[src/rtl/synth_pkg.sv]
// synth_pkg: shared octave type, state encoding and default divisor width for the tone blocks.
package synth_pkg;
  typedef logic [1:0] octave_t;
  localparam octave_t OCT_MAX = 2'd3;
  localparam int DIV_W_DEF = 16;
  typedef enum logic {IDLE, RUN} tone_state_t;
endpackage

[src/rtl/octave_period_calc.sv]
// octave_period_calc: effective half-period = base half-period shifted up by the octave index.
module octave_period_calc
  import synth_pkg::*;
#(
  parameter int DIV_W = DIV_W_DEF,
  localparam int CNT_W = DIV_W + 3
) (
  input  logic [DIV_W-1:0] half_period,
  input  octave_t          oct,
  output logic [CNT_W-1:0] eff
);
  // Widened before shifting so octave 3 cannot lose the top bits.
  assign eff = {3'b000, half_period} << oct;
endmodule

[src/rtl/octave_tone_gen.sv]
// octave_tone_gen: octave-scaled square-wave generator; inputs are shadowed and applied at toggle boundaries.
// Optional OCTAVE_TONE_RESTART_EN: an octave change in RUN restarts the phase on the next edge.
module octave_tone_gen
  import synth_pkg::*;
#(
  parameter int DIV_W = DIV_W_DEF,
  localparam int CNT_W = DIV_W + 3
) (
  input  logic             clk,
  input  logic             nrst,
  input  logic             en,
  input  logic [DIV_W-1:0] half_period,
  input  logic [1:0]       oct_switch,
  output logic             wave_out,
  output logic             period_start
);
  tone_state_t      r_state;
  logic [CNT_W-1:0] r_cnt;
  logic [DIV_W-1:0] r_hp;
  octave_t          r_oct;
  logic             r_wave;
  logic             r_ps;
  logic [CNT_W-1:0] w_eff;
  logic             w_last;
  logic             w_hp_nz;
  octave_period_calc #(.DIV_W(DIV_W)) u_calc (
    .half_period(r_hp),
    .oct        (r_oct),
    .eff        (w_eff)
  );
  assign w_last  = r_cnt == w_eff - 1'b1;
  assign w_hp_nz = |half_period;
  always_ff @(posedge clk) begin
    if (!nrst) begin
      r_state <= IDLE;
      r_cnt   <= '0;
      r_hp    <= '0;
      r_oct   <= '0;
      r_wave  <= 1'b0;
      r_ps    <= 1'b0;
    end else begin
      r_ps <= 1'b0;
      case (r_state)
        IDLE: begin
          r_cnt  <= '0;
          r_wave <= 1'b0;
          if (en && w_hp_nz) begin
            r_state <= RUN;
            r_hp    <= half_period;
            r_oct   <= oct_switch;
          end
        end
        RUN:
          if (!en) begin
            r_state <= IDLE;
            r_cnt   <= '0;
            r_wave  <= 1'b0;
          end
`ifdef OCTAVE_TONE_RESTART_EN
          else if (oct_switch != r_oct) begin
            r_cnt   <= '0;
            r_wave  <= 1'b0;
            r_hp    <= half_period;
            r_oct   <= oct_switch;
            r_state <= w_hp_nz ? RUN : IDLE;
          end
`endif
          else if (w_last) begin
            r_cnt <= '0;
            r_hp  <= half_period;
            r_oct <= oct_switch;
            // A zero relatched half-period silences at the boundary instead of toggling.
            if (w_hp_nz) begin
              r_wave <= ~r_wave;
              r_ps   <= ~r_wave;
            end else begin
              r_state <= IDLE;
              r_wave  <= 1'b0;
            end
          end else
            r_cnt <= r_cnt + 1'b1;
        default: r_state <= IDLE;
      endcase
    end
  end
  assign wave_out     = r_wave;
  assign period_start = r_ps;
endmodule
[config.mk]
export PLATFORM = sky130hd
export DESIGN_NAME = octave_tone_gen
export DESIGN_NICKNAME = d
export VERILOG_FILES = /design/src/rtl/synth_pkg.sv /design/src/rtl/octave_period_calc.sv /design/src/rtl/octave_tone_gen.sv
export SDC_FILE = /design/constraint.sdc
export NUM_CORES = 1
export LEC_CHECK = 0
export CORE_ASPECT_RATIO = 2
export CORE_MARGIN = 3
export CORE_UTILIZATION = 59
export CTS_CLUSTER_SIZE = 24
export DETAILED_ROUTE_END_ITERATION = 6
export GPL_TIMING_DRIVEN = 0
export HOLD_SLACK_MARGIN = 0.06
export PLACE_DENSITY = 0.8
export SLEW_MARGIN = 0
export SYNTH_ARGS = -nofsm -noshare
export SYNTH_HDL_FRONTEND = slang
export SYNTH_SLANG_ARGS = --single-unit
[constraint.sdc]
create_clock -name clk -period 4 [get_ports clk]
set_input_delay 0.4 -clock clk [delete_from_list [all_inputs] [get_ports clk]]
set_output_delay 0.4 -clock clk [all_outputs]
set_load 0.05 [all_outputs]
==> qor.yml <==
yosys:
  synth-seq-cells: 40
  synth_cells: 361
  ys_types: 57
  synthesis.nets: 384
  seq_area_frac_synth_pct: 26.18
  synth_edf_count: 0
  synth_area_um2: 3059
  yosysWarningCount: 0
  synth_top_flop_cell: "dfxtp_1"
  synthArstFlopShare_pct: 0
  synth.avg_cell_area_um2: 8.474
layout:
  final_cell_mix: "53 x nand2_1, 40 x dfxtp_1, 28 x mux2i_1"
  drive_above_1_share_pct: 10.28
  synthToLayoutAreaGrowth_pct: 12.47
  utilization_pct: 69.44
  final_common_cell: "nand2_1"
  fill_cells: 408
  antenna_cells: 0
  final_nets: 412
power_and_ir_drop:
  power.share.clock_pct: 25.9
  pwr-share-comb_pct: 31.7
  p_total_w: 0.001014
  vdd_drop_max_mv: 0.3506
  switchingPower_w: 0.0003373
  seqPwrFrac_pct: 42.4
  leakage_nw: 1.214
  p_int_w: 0.0006770
  p_sw_share_pct: 33.25
  powerDensity_nw_per_um2: 294.8
drt:
  vias_per_cell: 6.065
  drt-total-wl_mm: 7.264
  wl_per_cell_um: 16.29
  detail_route.first_pass.iterations: 4
  remaining_drc_errors: 0
  first_iter_violations: 89
  detail-route-antenna-nets: 0
  vias: 2705
sta:
  period_share_pct: 93.07
  worst_pin_slew_ps: 571.3
  finalSetupViolCount: 0
  finalClockSkew_ps: 9.925
  slew_headroom_pct: 61.92
  fin_ws_ps: 277.0
  fmax_mhz: 268.6
  tns_ps: 0
  finalMaxSlewViolations: 0
  period_needed_ps: 3723
  hold_viol_final: 0
  holdWs_ps: 518.1
clock_tree:
  post_cts_resized: 0
  cts-root-buf: "clkbuf_8"
  clockBufferDepth: 2
  post_cts.repair.setup_buffers: 0
  htree_levels: 2
  cts_tree: "yes"
  hold_buffers: 0
  cts_buffers: 5
  clk_latency_ps: 310
  clock-sinks: 40
  clk_pin_slew_worst_paths_ps: 80
die:
  die-area_um2: 6137
  rows: 36
  coreArea_um2: 4955
  num_io_pins: 23
  start_util_pct: 61.74
  dieWidth_um: 56.92
  die_h_um: 107.8
critical_path:
  reg2reg_from: "r_oct[1]"
  endpoint: "r_hp[2]"
  critPathLaunchType: "flop"
  crit_start: "r_oct[1]"
  r2r_cells: 15
  cp_data_required_time_ps: 4240
  arrival_ps: 3960
  cp_max_fo: 10
  crit_chain: "buf_2, clkinv_1, nand2b_1, ha_1, nand2_1, nor3_4, o211ai_1, or4b_4, a221oi_2, nor4b_4, nand4_1, o21ai_2, buf_6, buf_12, mux2i_1"
  critPathMaxStageDelay_ps: 490
  crit_type: "reg -> reg"
  reg2reg_slack_ps: 280
  end_kind: "flop"
  crit_slowest_cell: "or4b_4"
  r2r_end: "r_hp[2]"
grt:
  grt_overflow: 0
  grt_pass1_vias: 2768
  grt_use_total_pct: 25.93
  grt_max_degree: 20
  grt_pass1_wl_mm: 12.52
  antenna_found_initial: 0
placement:
  gp_congestion: 0.8647
  numPortBuffers: 22
  hpwl_mm: 5.836
  pre_cts_slack_ps: -300.6
worst_hold_path:
  worstHoldPathType: "reg -> reg"
  whs_path_depth: 2
run:
  cap_violations: 0
run_status:
  status: "complete, no violations"
[cells by family (layout without fill, tap and decap cells)]
group	Yosys count	count (layout)	share of synthesized area (%)
XOR/XNOR	37	37	10.84
multiplexers	42	42	18.86
flip-flops	40	40	26.18
AND/OR/NAND/NOR	169	169	28.26
AO/OA/AOI/OAI	44	44	10.23
adder cells (fa/ha/maj)	2	2	0.8179
buffers and inverters	27	55	4.826
[final cells by class]
type                    instances  area [um2]  share of cell area, %
plain buffers                  20       121.4                  3.527
clock buffers                   6       72.57                  2.109
flip-flops and latches         40       800.8                  23.27
inverters                       6       22.52                 0.6545
well taps                      57       71.32                  2.073
clock inverters                 1       5.005                 0.1455
repair buffers                 22       220.2                  6.400
multi-input cells             294        2127                  61.82
[synth_stat cells, drive strengths merged (3+ instances only)]
| cell type | instances | share of area, % |
|---|---|---|
| a21oi | 11 | 1.8 |
| and2 | 5 | 1.0 |
| and3 | 8 | 1.6 |
| buf | 10 | 2.7 |
| clkbuf | 11 | 1.3 |
| dfxtp | 40 | 26 |
| inv | 5 | 0.61 |
| mux2i | 28 | 9.2 |
| mux4 | 12 | 9.0 |
| nand2 | 53 | 6.5 |
| nand2b | 4 | 0.82 |
| nand3 | 21 | 3.4 |
| nand4 | 7 | 1.4 |
| nor2 | 20 | 2.5 |
| nor2b | 6 | 1.2 |
| nor3 | 26 | 4.3 |
| nor4 | 6 | 1.2 |
| o211ai | 5 | 1.4 |
| o21a | 3 | 0.74 |
| o21ai | 8 | 1.4 |
| xnor2 | 21 | 6.3 |
| xor2 | 16 | 4.6 |
[power by group through the flow]
| stage | Sequential, W | Combinational (W) | Clock (W) |
|---|---|---|---|
| finish | 0.000430 | 0.000322 | 0.000263 |
| global route | 0.000431 | 0.000358 | 0.000276 |
| CTS | 0.000429 | 0.000317 | 0.000266 |
| detailed placement | 0.000438 | 0.000317 | 0 |
| global placement | 0.000437 | 0.000309 | 0 |
| floorplan | 0.000432 | 0.000242 | 0 |
[layer usage]
| metal | part of all wire, % | up-vias | track usage (%) |
|---|---|---|---|
| met3 | 3.3 | 23 | 5.162 |
| met4 | 3.9 | 0 | 14.43 |
| met2 | 56 | 60 | 48.61 |
| met1 | 37 | 1260 | 25.36 |
| met5 | 0 | - | 0 |
| li1 | - | 1362 | - |
[through the flow]
step	instance area, um2	cells
3_3_place_gp	3351	440
6_report	3441	446
2_1_floorplan	3059	361
5_1_grt	3441	446
3_5_place_dp	3351	440
4_1_cts	3425	446
[sequential cells by signal, summed over array words and instances, names as in the netlist]
signal and cells:
r_oct 2, wave_out 1, r_state 1, r_cnt 19, period_start 1, r_hp 16
[how the worst min path moves through the flow]
stage | to | from
CTS | r_hp[12] | r_hp[12]
global route | r_hp[12] | r_hp[12]
global placement | wave_out | wave_out
floorplan | r_hp[12] | r_hp[12]
detailed placement | r_hp[12] | r_hp[12]
finish | wave_out | wave_out
[critical path: cells and delay by family (launching register included)]
family / cells / cell delay (ps)
buffers and inverters: 4 / 870
AOI/OAI and AO/OA: 3 / 570
and+or+nand+nor: 6 / 1470
adders and majority gates: 1 / 220
muxes: 1 / 190
DFF: 1 / 300
Note: power is estimated with default switching activity, not from simulation.
